--- config.mk ---
export PLATFORM = sky130hd
export DESIGN_NAME = aes_spi_slave_if
export DESIGN_NICKNAME = d
export VERILOG_FILES = /design/src/rtl/aes_spi_slave_if.sv
export SDC_FILE = /design/constraint.sdc
export NUM_CORES = 1
export LEC_CHECK = 0
export ABC_AREA = 1
export BUFFER_PORTS_ARGS = -buffer_cell sky130_fd_sc_hd__buf_4
export CAP_MARGIN = 40
export CORE_AREA = 2 2 226 228
export CTS_CLUSTER_DIAMETER = 80
export DETAILED_ROUTE_END_ITERATION = 6
export DIE_AREA = 0 0 228 230
export PLACE_DENSITY = 0.83
export SLEW_MARGIN = 0
export SYNTH_ARGS = -nofsm -noshare
export SYNTH_HDL_FRONTEND = slang
export SYNTH_SLANG_ARGS = --single-unit
--- constraint.sdc ---
create_clock -name clk -period 2.45 [get_ports clk]
set_clock_uncertainty 0.05 [all_clocks]
set_input_delay 0.1225 -clock clk [delete_from_list [all_inputs] [get_ports clk]]
set_output_delay 0.1225 -clock clk [all_outputs]
set_load 0.02 [all_outputs]
--- src/rtl/aes_spi_slave_if.sv ---
// aes_spi_slave_if: serial load/readback front end terminating the AES link
// Ports: clk, reset (sync, active-high); cs (active low), mosi, mode (0 load / 1 readback)
// from the link master; miso (registered, LSB first); aes_start/aes_msg/aes_key to the core,
// aes_done/aes_result from it; busy while a frame is in flight; frame_err pulses on aborts.
module aes_spi_slave_if #(
    parameter int NK = 4
) (
    input  logic              clk,
    input  logic              reset,
    input  logic              cs,
    input  logic              mosi,
    input  logic              mode,
    output logic              miso,
    output logic              aes_start,
    output logic [127:0]      aes_msg,
    output logic [32*NK-1:0]  aes_key,
    input  logic              aes_done,
    input  logic [127:0]      aes_result,
    output logic              busy,
    output logic              frame_err
);
    localparam int KEY_W = 32 * NK;
    localparam logic [7:0] KEY_LAST = 8'(KEY_W - 1);

    typedef enum logic [2:0] {IDLE, RX_MSG, RX_KEY, START, WAIT_CORE, READY, TX, DONE} state_t;

    state_t           state, state_d;
    logic [7:0]       cnt;
    logic             pad, err, shift, tx_bit;
    logic [127:0]     msg_sr, result;
    logic [KEY_W-1:0] key_sr;

    assign busy   = state != IDLE && state != DONE;
    assign shift  = (state == RX_MSG || state == RX_KEY) && !cs && !mode && !pad;
    // READY drives bit 0; each TX edge drives the bit after the ones already sent
    assign tx_bit = state == TX ? result[cnt[6:0] + 7'd1] : result[0];

    always_comb begin
        state_d = state;
        err     = 1'b0;
        case (state)
            IDLE:      if (!cs && !mode) state_d = RX_MSG;
            RX_MSG, RX_KEY: begin
                if (cs || mode) begin
                    state_d = IDLE;
                    err     = 1'b1;
                end else if (pad) state_d = state == RX_MSG ? RX_KEY : START;
            end
            START: begin
                state_d = cs ? IDLE : WAIT_CORE;
                err     = cs;
            end
            WAIT_CORE: if (aes_done) state_d = READY;
            READY:     if (!cs && mode) state_d = TX;
            TX: begin
                if (cs) begin
                    state_d = IDLE;
                    err     = 1'b1;
                end else if (cnt == 8'd126) state_d = DONE;
            end
            DONE: begin
                if (cs) state_d = IDLE;
                else if (!mode) state_d = RX_MSG;
            end
            default:   state_d = IDLE;
        endcase
    end

    always_ff @(posedge clk) begin
        if (reset) begin
            state     <= IDLE;
            cnt       <= 8'd0;
            pad       <= 1'b0;
            msg_sr    <= '0;
            key_sr    <= '0;
            result    <= '0;
            aes_msg   <= '0;
            aes_key   <= '0;
            aes_start <= 1'b0;
            miso      <= 1'b0;
            frame_err <= 1'b0;
        end else begin
            state     <= state_d;
            frame_err <= err;
            aes_start <= state == START && state_d == WAIT_CORE;
            miso      <= (state_d == TX || (state == TX && state_d == DONE)) ? tx_bit : 1'b0;
            // pad flags that the data bits are in, so the next sample is the trailing pad;
            // this keeps the count within 8 bits even for a 256-bit key
            if (state_d != state) begin
                cnt <= 8'd0;
                pad <= 1'b0;
            end else if (shift) begin
                if (cnt == (state == RX_MSG ? 8'd127 : KEY_LAST)) pad <= 1'b1;
                else cnt <= cnt + 8'd1;
            end else if (state == TX) cnt <= cnt + 8'd1;
            if (shift && state == RX_MSG) msg_sr <= {mosi, msg_sr[127:1]};
            if (shift && state == RX_KEY) key_sr <= {mosi, key_sr[KEY_W-1:1]};
            if (state == START && state_d == WAIT_CORE) begin
                aes_msg <= msg_sr;
                aes_key <= key_sr;
            end
            if (state == WAIT_CORE && aes_done) result <= aes_result;
        end
    end
endmodule

==> results of run 1 <==
==> final cells by class <==
class                      count  area, sq um
clock inverter                22          297
inverter                     317         1190
fill                        3853        17900
timing repair buffer         587         4970
multi-input combinational   1775         9750
sequential                   655        13100
tap                          672          841
clock buffer                  91         1760
antenna                        3         7.51
==> state kept, by name, summed over array words and instances, names as in the netlist <==
signal and cells:
msg_sr 128, frame_err 1, aes_key 128, state 3, aes_start 1, aes_msg 128
result 128, pad 1, miso 1, cnt 8, key_sr 128
==> cell families after synthesis <==
group                      count (synthesis)  synth area share, %
and+or+nand+nor                         1082                 17.3
DFF                                      655                 52.1
xor gates and xnor gates                   4                0.139
buffers and inverters                    560                 9.28
adders and majority gates                  2               0.0995
AOI/OAI and AO/OA                        687                 21.1
==> worst max-delay path: cells and delay by family (launching register included) <==
kind                   cells  cell delay [ns]
AO/OA/AOI/OAI              1             0.04
flip-flops                 1             0.38
AND/OR/NAND/NOR            3             0.60
buffers and inverters      2             1.19
==> cell usage in the layout (no fill, tap or decap), types with 2 or more instances in the layout <==
master,n
a21oi_1,176
clkbuf_8,12
nand2_1,391
buf_4,431
clkinv_1,2
o21ai_0,9
clkbuf_1,18
diode_2,3
ha_1,2
clkinv_2,11
a211oi_2,121
o211ai_1,23
buf_12,17
nor2_2,2
inv_6,2
inv_2,6
nor3_1,3
nand4_1,5
dfxtp_2,2
clkbuf_16,61
dfxtp_1,653
clkinv_8,2
dlygate4sd3_1,138
inv_1,309
nor2_1,494
xor2_1,3
nand3_1,180
bufinv_16,6
a211oi_1,357
==> power groups by stage <==
stage / clock network [mW] / registers (mW) / logic [mW]
finish: 9.71 / 10.7 / 0.772
global route: 10.3 / 10.7 / 0.816
CTS: 9.81 / 10.7 / 0.722
detailed placement: 0 / 10.9 / 0.548
global placement: 0 / 10.9 / 0.548
floorplan: 0 / 10.9 / 0.279
==> worst max-delay path by stage <==
| stage | slack [ns] | end | start |
|---|---|---|---|
| after global routing | 0.004 | result[92]$_SDFFE_PP0P_ | state[1]$_SDFF_PP0_ |
| after global placement | 0.32 | key_sr[104]$_SDFFE_PP0P_ | state[2]$_SDFF_PP0_ |
| after CTS | 0.08 | result[92]$_SDFFE_PP0P_ | state[0]$_SDFF_PP0_ |
| after detailed placement | 0.25 | key_sr[113]$_SDFFE_PP0P_ | state[2]$_SDFF_PP0_ |
| after floorplan | 0.03 | miso$_SDFF_PP0_ | cnt[0]$_SDFFE_PP0P_ |
| final | 0.07 | result[92]$_SDFFE_PP0P_ | state[1]$_SDFF_PP0_ |
==> metal layers <==
metal	routed length (um)	track usage, %	share of wire, %	vias up
li1	-	-	-	10800
met1	28900	33.2	41	10400
met2	32200	42.0	45	1045
met3	5950	6.78	8.4	335
met4	4080	14.0	5.7	4
met5	27	0	0.038	-
==> metrics by stage <==
stage / instances / hold WS [ns] / utilization (%) / worst slack (ns) / power (mW)
CTS: 4119 / 0.157 / 64.0 / 0.0795 / 21.2
detailed placement: 3868 / 0.331 / 57.1 / 0.247 / 11.5
global route: 4119 / 0.246 / 64.0 / 0.00407 / 21.7
finish: 4122 / 0.228 / 64.0 / 0.0664 / 21.1
global placement: 3868 / 0.327 / 57.1 / 0.316 / 11.5
floorplan: 2990 / 0.216 / - / 0.0267 / 11.2
==> what timing repair did <==
action / 4_1_cts / 5_1_grt
buffers inserted: 0 / 0
hold endpoints to repair: 180 / 0
hold buffers: 138 / 0
endpoints found under the setup margin: 0 / 2
resized for setup: 0 / 4
==> flow_metrics.env, run 1 <==
export IMPL_status="completed"
export IMPL_maxCapViolCount=0
export IMPL_hold_class="in -> reg"
export IMPL_gp_congestion=0.839
export IMPL_swShare_pct=21.5
export IMPL_wl_per_cell_um=17.3
export IMPL_leakage_nw=12.3
export IMPL_power_internal_mw=16.6
export IMPL_cts_root_buf="clkbuf_16"
export IMPL_ant_nets=0
export IMPL_pwr_share_clk_pct=45.9
export IMPL_h_tree_depth=2
export IMPL_start_kind="register"
export IMPL_cpMaxStageDelayCell="dlygate4sd3_1"
export IMPL_netlist_top_cells_count="dfxtp_1, nor2_1, nand2_1"
export IMPL_cts_buffers=61
export IMPL_p_per_area_mw_per_mm2=662
export IMPL_ys_ff_latch=655
export IMPL_rr_startpoint="state[1]$_SDFF_PP0_"
export IMPL_worst_pin_slew_ns=0.812
export IMPL_fin_crit_sh_pct=97.3
export IMPL_r2r_slack_ns=0.07
export IMPL_synth_ff_type="dfxtp_1"
export IMPL_rsz0062_at_grt="false"
export IMPL_worstPathMaxFanout=10
export IMPL_die_y_um=230
export IMPL_vdd_ir_drop_max_mv=0.558
export IMPL_start_util_pct=50.4
export IMPL_crit_top_cell="dlygate4sd3_1"
export IMPL_worstSetupEndpointType="register"
export IMPL_arrival_ns=2.85
export IMPL_tns_ns=0
export IMPL_drive_above_1_share_pct=19.8
export IMPL_synth_top_area_share_pct=52.1
export IMPL_cts_tree="built"
export IMPL_yosysSeqAreaShare_pct=52.1
export IMPL_holdPathStages=5
export IMPL_clockBufferDepth=3
export IMPL_antenna_found_initial=6
export IMPL_io_pins=394
export IMPL_fmax_ghz=0.420
export IMPL_hold_path_startpoint="aes_done"
export IMPL_power_frac_comb_pct=3.7
export IMPL_min_to="result[13]$_SDFFE_PP0P_"
export IMPL_core_area_sq_mm=0.0499
export IMPL_critPathKind="reg -> reg"
export IMPL_path_clk_slew_ns=0.07
export IMPL_synthCells=2990
export IMPL_postLayoutCellArea_sq_mm=0.0319
export IMPL_synth_distinct_cells=27
export IMPL_grtUsageTotal_pct=26.5
export IMPL_area_growth_pct=27.0
export IMPL_yosysMostFrequentCell="dfxtp_1"
export IMPL_hold_viol=0
export IMPL_synthesis_nets=3126
export IMPL_yosysWarnings=0
export IMPL_grt_pass1_vias=21300
export IMPL_setup_viol=0
export IMPL_cp_data_required_time_ns=2.91
export IMPL_layout_nets=3533
export IMPL_slew_headroom_pct=45.6
export IMPL_fp_dieW_um=228
export IMPL_detail_route_vias_per_cell=5.47
export IMPL_synth_area_top_cells="dfxtp_1, a211oi_1, nor2_1, a211oi_2, nand2_1"
export IMPL_syn_avg_cell_area_sq_um=8.41
export IMPL_drt_iter0_drc=2167
export IMPL_worst_r2r_cell_count=6
export IMPL_synth_area_sq_mm=0.0251
export IMPL_place_hpwl_mm=39.7
export IMPL_period_minus_slack_ns=2.38
export IMPL_grt_first_pass_wirelength_mm=113
export IMPL_yosysTopAreaCell="dfxtp_1"
export IMPL_rows=82
export IMPL_drt_pass1_iterations=6
export IMPL_drv_slew=0
export IMPL_port_buffers=393
export IMPL_r2r_end="result[92]$_SDFFE_PP0P_"
export IMPL_place_area_sq_mm=0.0285
export IMPL_drc=0
export IMPL_synth_edf_count=0
export IMPL_cpPeakStageDelay_ns=0.60
export IMPL_seq_power_share_pct=50.4
export IMPL_p_sw_mw=4.55
export IMPL_async_flop_share_pct=0
export IMPL_die_area_sq_mm=0.0524
export IMPL_vias=22600
export IMPL_routed_wl_mm=71.2
export IMPL_overflow=0
export IMPL_cts_sinks=655
export IMPL_clock_latency_ns=0.63
export IMPL_cp_cell_sequence="nor2_2, nand3_4, nor2_1, dlygate4sd3_1, a211oi_2, dlygate4sd3_1"
export IMPL_grt_max_degree=120
No activity file was read; power rests on OpenSTA's default activity.
==> inputs of run 2 (changes only) <==
ABC_AREA = default   (was 1)
CORE_AREA = 2 2 222 224   (was 2 2 226 228)
DIE_AREA = 0 0 224 226   (was 0 0 228 230)
PLACE_DENSITY = 0.82   (was 0.83)
==> flow_metrics.env, run 2 <==
export IMPL_area_growth_pct=29.7
export IMPL_crit_top_cell="mux4_2"
export IMPL_setup_viol=0
export IMPL_cts_sinks=655
export IMPL_detail_route_vias_per_cell=5.41
export IMPL_vias=22100
export IMPL_worst_pin_slew_ns=0.972
export IMPL_drv_slew=0
export IMPL_synth_top_family_by_area="simple AND/OR/NAND/NOR gates"
export IMPL_layout_nets=3553
export IMPL_yosysWarnings=0
export IMPL_synthCells=2996
export IMPL_synth_compound_area_share_pct=14.6
export IMPL_p_per_area_mw_per_mm2=695
export IMPL_die_y_um=226
export IMPL_cts_root_buf="clkbuf_16"
export IMPL_io_pins=394
export IMPL_fillers=3687
export IMPL_fmax_ghz=0.419
export IMPL_critPathKind="reg -> reg"
export IMPL_worstPathMaxFanout=12
export IMPL_grt_first_pass_wirelength_mm=106
export IMPL_synthesis_nets=3132
export IMPL_grtUsageTotal_pct=25.8
export IMPL_place_area_sq_mm=0.0274
export IMPL_place_hpwl_mm=38.7
export IMPL_worstSetupEndpointType="register"
export IMPL_ys_ff_latch=655
export IMPL_synthSimpleGateAreaFrac_pct=22.1
export IMPL_drt_pass1_iterations=6
export IMPL_ant_nets=0
export IMPL_cts_buffers=66
export IMPL_async_flop_share_pct=0
export IMPL_synth_xor_area_share_pct=0.556
export IMPL_arrival_ns=2.80
export IMPL_cp_data_required_time_ns=2.86
export IMPL_worst_r2r_cell_count=7
export IMPL_rows=81
export IMPL_netlist_top_cells_count="nand2_1, dfxtp_1, a21oi_1"
export IMPL_holdPathStages=4
export IMPL_cp_cell_sequence="clkinvlp_4, ha_4, buf_12, mux4_2, mux4_2, o211ai_1, a41oi_2"
export IMPL_drt_iter0_drc=2029
export IMPL_met1_usage_pct=30.9
export IMPL_h_tree_depth=3
export IMPL_maxCapViolCount=0
export IMPL_routed_wl_mm=68.2
export IMPL_die_area_sq_mm=0.0506
export IMPL_port_buffers=393
export IMPL_yosysMostFrequentCell="nand2_1"
export IMPL_period_minus_slack_ns=2.39
export IMPL_synth_top_area_share_pct=54.9
export IMPL_use_met3_pct=5.04
export IMPL_synth_fa_ha_area_share_pct=0.105
export IMPL_yosysSeqAreaShare_pct=54.9
export IMPL_grt_pass1_vias=20700
export IMPL_start_kind="register"
export IMPL_drc=0
export IMPL_gp_congestion=0.825
export IMPL_cpMaxStageDelayCell="mux4_2"
export IMPL_grtUsageMet2_pct=43.7
export IMPL_cpPeakStageDelay_ns=0.49
export IMPL_final_cell_mix="nand2_1, dfxtp_1, a21oi_1"
export IMPL_path_clk_slew_ns=0.07
export IMPL_fp_dieW_um=224
export IMPL_grt_busiest_layer="met2"
export IMPL_final_common_cell="nand2_1"
export IMPL_clock_latency_ns=0.60
export IMPL_leakage_nw=11.0
export IMPL_postLayoutCellArea_sq_mm=0.0310
export IMPL_synth_ff_type="dfxtp_1"
export IMPL_synth_area_top_cells="dfxtp_1, nand2_1, a21oi_1, mux4_2, clkbuf_1"
export IMPL_cts_tree="built"
export IMPL_grt_max_degree=206
export IMPL_dp_cells=3829
export IMPL_synth_area_sq_mm=0.0239
export IMPL_hold_viol=0
export IMPL_wl_per_cell_um=16.7
export IMPL_syn_avg_cell_area_sq_um=7.97
export IMPL_slew_headroom_pct=35.2
export IMPL_yosysTopAreaCell="dfxtp_1"
export IMPL_clockBufferDepth=3
export IMPL_fin_crit_sh_pct=97.4
export IMPL_core_area_sq_mm=0.0483
export IMPL_overflow=0
export IMPL_drive_above_1_share_pct=17.7
export IMPL_start_util_pct=49.4
export IMPL_synth_distinct_cells=54
export IMPL_final_cell_count_no_fill=4082
export IMPL_antenna_found_initial=2
export IMPL_synth_mux_area_share_pct=3.43
export IMPL_vdd_ir_drop_max_mv=0.656
export IMPL_status="completed"
export IMPL_hold_class="in -> reg"
export IMPL_synth_edf_count=0
## run 2: cell types whose count changed after synthesis, sizes merged, moves of 19 or more
| cell | before | now |
|---|---|---|
| mux4 | 0 | 35 |
| nand3 | 182 | 7 |
| inv | 315 | 5 |
| buf | 110 | 50 |
| a211oi | 478 | 3 |
| nor2 | 498 | 16 |
| clkbuf | 133 | 185 |
| a21oi | 176 | 650 |
| nand2 | 393 | 1305 |
| o211ai | 23 | 4 |
## run 2: routing by layer
metal | part of all wire, % | vias to the layer above
met5 | 0.025 | -
met4 | 5.0 | 2
met3 | 6.7 | 259
met2 | 49 | 932
met1 | 39 | 10300
li1 | - | 10600
## run 2: power breakdown
part	leakage (nW)	switching [mW]	internal [mW]
logic	4.70	0.394	0.378
clock network	1.06	4.23	5.86
registers	5.27	0.0114	10.7
total	11.0	4.64	16.9
## run 2: logic make-up after synthesis
kind of cell               Yosys count
AOI/OAI and AO/OA                  679
xor gates and xnor gates            13
adders and majority gates            2
buffers and inverters              240
DFF                                655
muxes                               38
and+or+nand+nor                   1369
## run 2: per-stage QoR
step	hold WS, ns	setup slack (ns)	TNS, ns	power [mW]	util [%]
finish	0.0594	0.0633	0	21.5	64.1
global route	0.0836	-0.00651	-0.00651	22.2	64.1
CTS	0.0274	0.0172	0	21.5	63.8
detailed placement	0.330	0.0711	0	11.4	56.6
global placement	0.321	0.143	0	11.4	56.6
floorplan	0.208	-0.0241	-0.0241	11.2	-
## run 2: area by class of cell
class	count	area (sq um)	area share [%]
flip-flops and latches	655	13100	42.4
clock inverters	23	270	0.873
diodes	1	2.50	0.00808
multi-input cells	2101	9830	31.7
well taps	622	778	2.51
repair buffers	588	5060	16.4
clock buffers	87	1880	6.08
inverters	5	22.5	0.0727
## run 2: worst paths after layout
| path | from | endpoint | slack, ns |
|---|---|---|---|
| max | cnt[0]$_SDFFE_PP0P_ | miso$_SDFF_PP0_ | 0.06 |
| min | aes_done | state[0]$_SDFF_PP0_ | 0.06 |
| min reg2reg | msg_sr[0]$_SDFFE_PP0P_ | aes_msg[0]$_SDFFE_PP0P_ | 0.40 |
| max reg2reg | cnt[0]$_SDFFE_PP0P_ | miso$_SDFF_PP0_ | 0.06 |
## run 2: repair_timing
action,4_1_cts,5_1_grt
setup endpoints to repair,0,1
resized for setup,0,7
buffers inserted,0,8
hold buffers,133,0
hold endpoints to repair,134,0
## run 2: worst max-delay path: cells and delay by family (launching register included)
kind                       cells  cell delay, ns
AOI/OAI and AO/OA              2            0.42
adders and majority gates      1            0.32
buffers and inverters          2            0.27
DFF                            1            0.38
muxes                          2            0.83
==> inputs of run 3 (changes only) <==
CORE_AREA = 2 2 248 250   (was 2 2 222 224)
DIE_AREA = 0 0 250 252   (was 0 0 224 226)
PLACE_DENSITY = 0.7   (was 0.82)
==> flow_metrics.env, run 3 (synthesized netlist as in run 2, its figures left out) <==
export IMPL_start_kind="register"
export IMPL_routed_wl_mm=65.8
export IMPL_h_tree_depth=3
export IMPL_die_y_um=252
export IMPL_ant_nets=0
export IMPL_arrival_ns=2.72
export IMPL_maxCapViolCount=0
export IMPL_clock_latency_ns=0.60
export IMPL_status="completed"
export IMPL_port_buffers=393
export IMPL_drt_pass1_iterations=7
export IMPL_clockBufferDepth=3
export IMPL_worstPathMaxFanout=16
export IMPL_hold_class="in -> reg"
export IMPL_cts_sinks=655
export IMPL_worst_slack_ns=0.145
export IMPL_p_per_area_mw_per_mm2=706
export IMPL_grtUsageTotal_pct=20.2
export IMPL_antenna_found_initial=6
export IMPL_io_pins=394
export IMPL_drc=0
export IMPL_start_util_pct=39.7
export IMPL_hold_viol=0
export IMPL_overflow=0
export IMPL_setup_viol=0
export IMPL_fmax_ghz=0.434
export IMPL_die_area_sq_mm=0.0630
export IMPL_slew_headroom_pct=35.9
export IMPL_gp_congestion=0.857
export IMPL_rsz0062_at_grt="false"
export IMPL_worstSetupEndpointType="register"
export IMPL_cts_root_buf="clkbuf_16"
export IMPL_fillers=5566
export IMPL_leakage_nw=11.1
export IMPL_vdd_ir_drop_max_mv=0.481
export IMPL_drv_slew=0
export IMPL_grt_pass1_vias=20100
export IMPL_area_growth_pct=31.6
export IMPL_core_area_sq_mm=0.0601
export IMPL_rows=90
export IMPL_place_ws_ns=-0.0165
export IMPL_final_cell_mix="nand2_1, dfxtp_1, a21oi_1"
export IMPL_cts_buffers=69
export IMPL_worst_pin_slew_ns=0.961
export IMPL_final_core_util_pct=52.2
export IMPL_period_minus_slack_ns=2.30
export IMPL_path_clk_slew_ns=0.06
export IMPL_layout_nets=3564
export IMPL_detail_route_vias_per_cell=5.01
export IMPL_fp_dieW_um=250
export IMPL_cts_tree="built"
export IMPL_drive_above_1_share_pct=17.8
export IMPL_vias=21400
export IMPL_wl_per_cell_um=15.4
export IMPL_cp_data_required_time_ns=2.86
export IMPL_r2r_slack_ns=0.15
export IMPL_final_common_cell="nand2_1"
export IMPL_drt_iter0_drc=1667
export IMPL_grt_max_degree=185
export IMPL_fin_crit_sh_pct=94.1
export IMPL_place_hpwl_mm=39.5
export IMPL_grt_first_pass_wirelength_mm=105
export IMPL_critPathKind="reg -> reg"
[run 3: area by class of cell]
type                            instances  area, sq um  share of cell area, %
Inverter                                5         22.5                 0.0717
Multi-Input combinational cell       2101         9820                   31.3
Clock buffer                           95         2000                   6.35
Sequential cell                       655        13100                   41.8
Clock inverter                         25          343                   1.09
Tap cell                              782          978                   3.11
Antenna cell                            5         12.5                 0.0398
Timing Repair Buffer                  596         5120                   16.3
[run 3: metal layers]
| layer | track usage (%) | share of wire [%] | wire, um |
|---|---|---|---|
| met1 | 26.2 | 43 | 28400 |
| met2 | 32.7 | 47 | 31200 |
| met3 | 3.95 | 5.6 | 3680 |
| met4 | 9.07 | 3.8 | 2490 |
| met5 | 0 | 0 | 0 |
[run 3: report_power, final]
group          total, mW  internal (mW)  switching (mW)  leakage, nW
Sequential          10.7           10.7          0.0105         5.27
Clock               10.8           6.46            4.30         1.16
Combinational      0.756          0.374           0.382         4.71
Total               22.2           17.5            4.69         11.1
[run 3: worst max-delay path, stage by stage, from the launching register on]
cell	delay (ns)
dfxtp_2	0.36
buf_4	0.30
mux4_2	0.54
mux4_2	0.51
o2111ai_1	0.20
a31o_1	0.16
a41oi_1	0.04
[run 3: repair_timing]
item | CTS | global route
setup buffers | 0 | 3
hold buffers | 142 | 0
endpoints found under the hold margin | 143 | 0
resized for setup | 1 | 5
setup endpoints to repair | 2 | 8
pin swaps | 0 | 1
[run 3: final timing paths]
| kind | from | end | cells past startpoint |
|---|---|---|---|
| setup reg to reg | cnt[0]$_SDFFE_PP0P_ | miso$_SDFF_PP0_ | 6 |
| hold / removal | aes_done | result[59]$_SDFFE_PP0P_ | 4 |
| hold reg to reg | result[73]$_SDFFE_PP0P_ | result[73]$_SDFFE_PP0P_ | 2 |
| setup / recovery | cnt[0]$_SDFFE_PP0P_ | miso$_SDFF_PP0_ | 6 |
[run 3: metrics by stage]
step	TNS (ns)	cell area [sq um]	power [mW]	hold WS [ns]	instances
final	0	31400	22.2	0.0409	4264
after global routing	0	31400	22.9	0.0348	4264
after CTS	0	31400	22.4	0.00524	4256
after detailed placement	-0.0276	27600	11.5	0.331	3994
after global placement	0	27600	11.5	0.321	3993
after floorplan	-0.0241	23900	11.2	0.208	2996
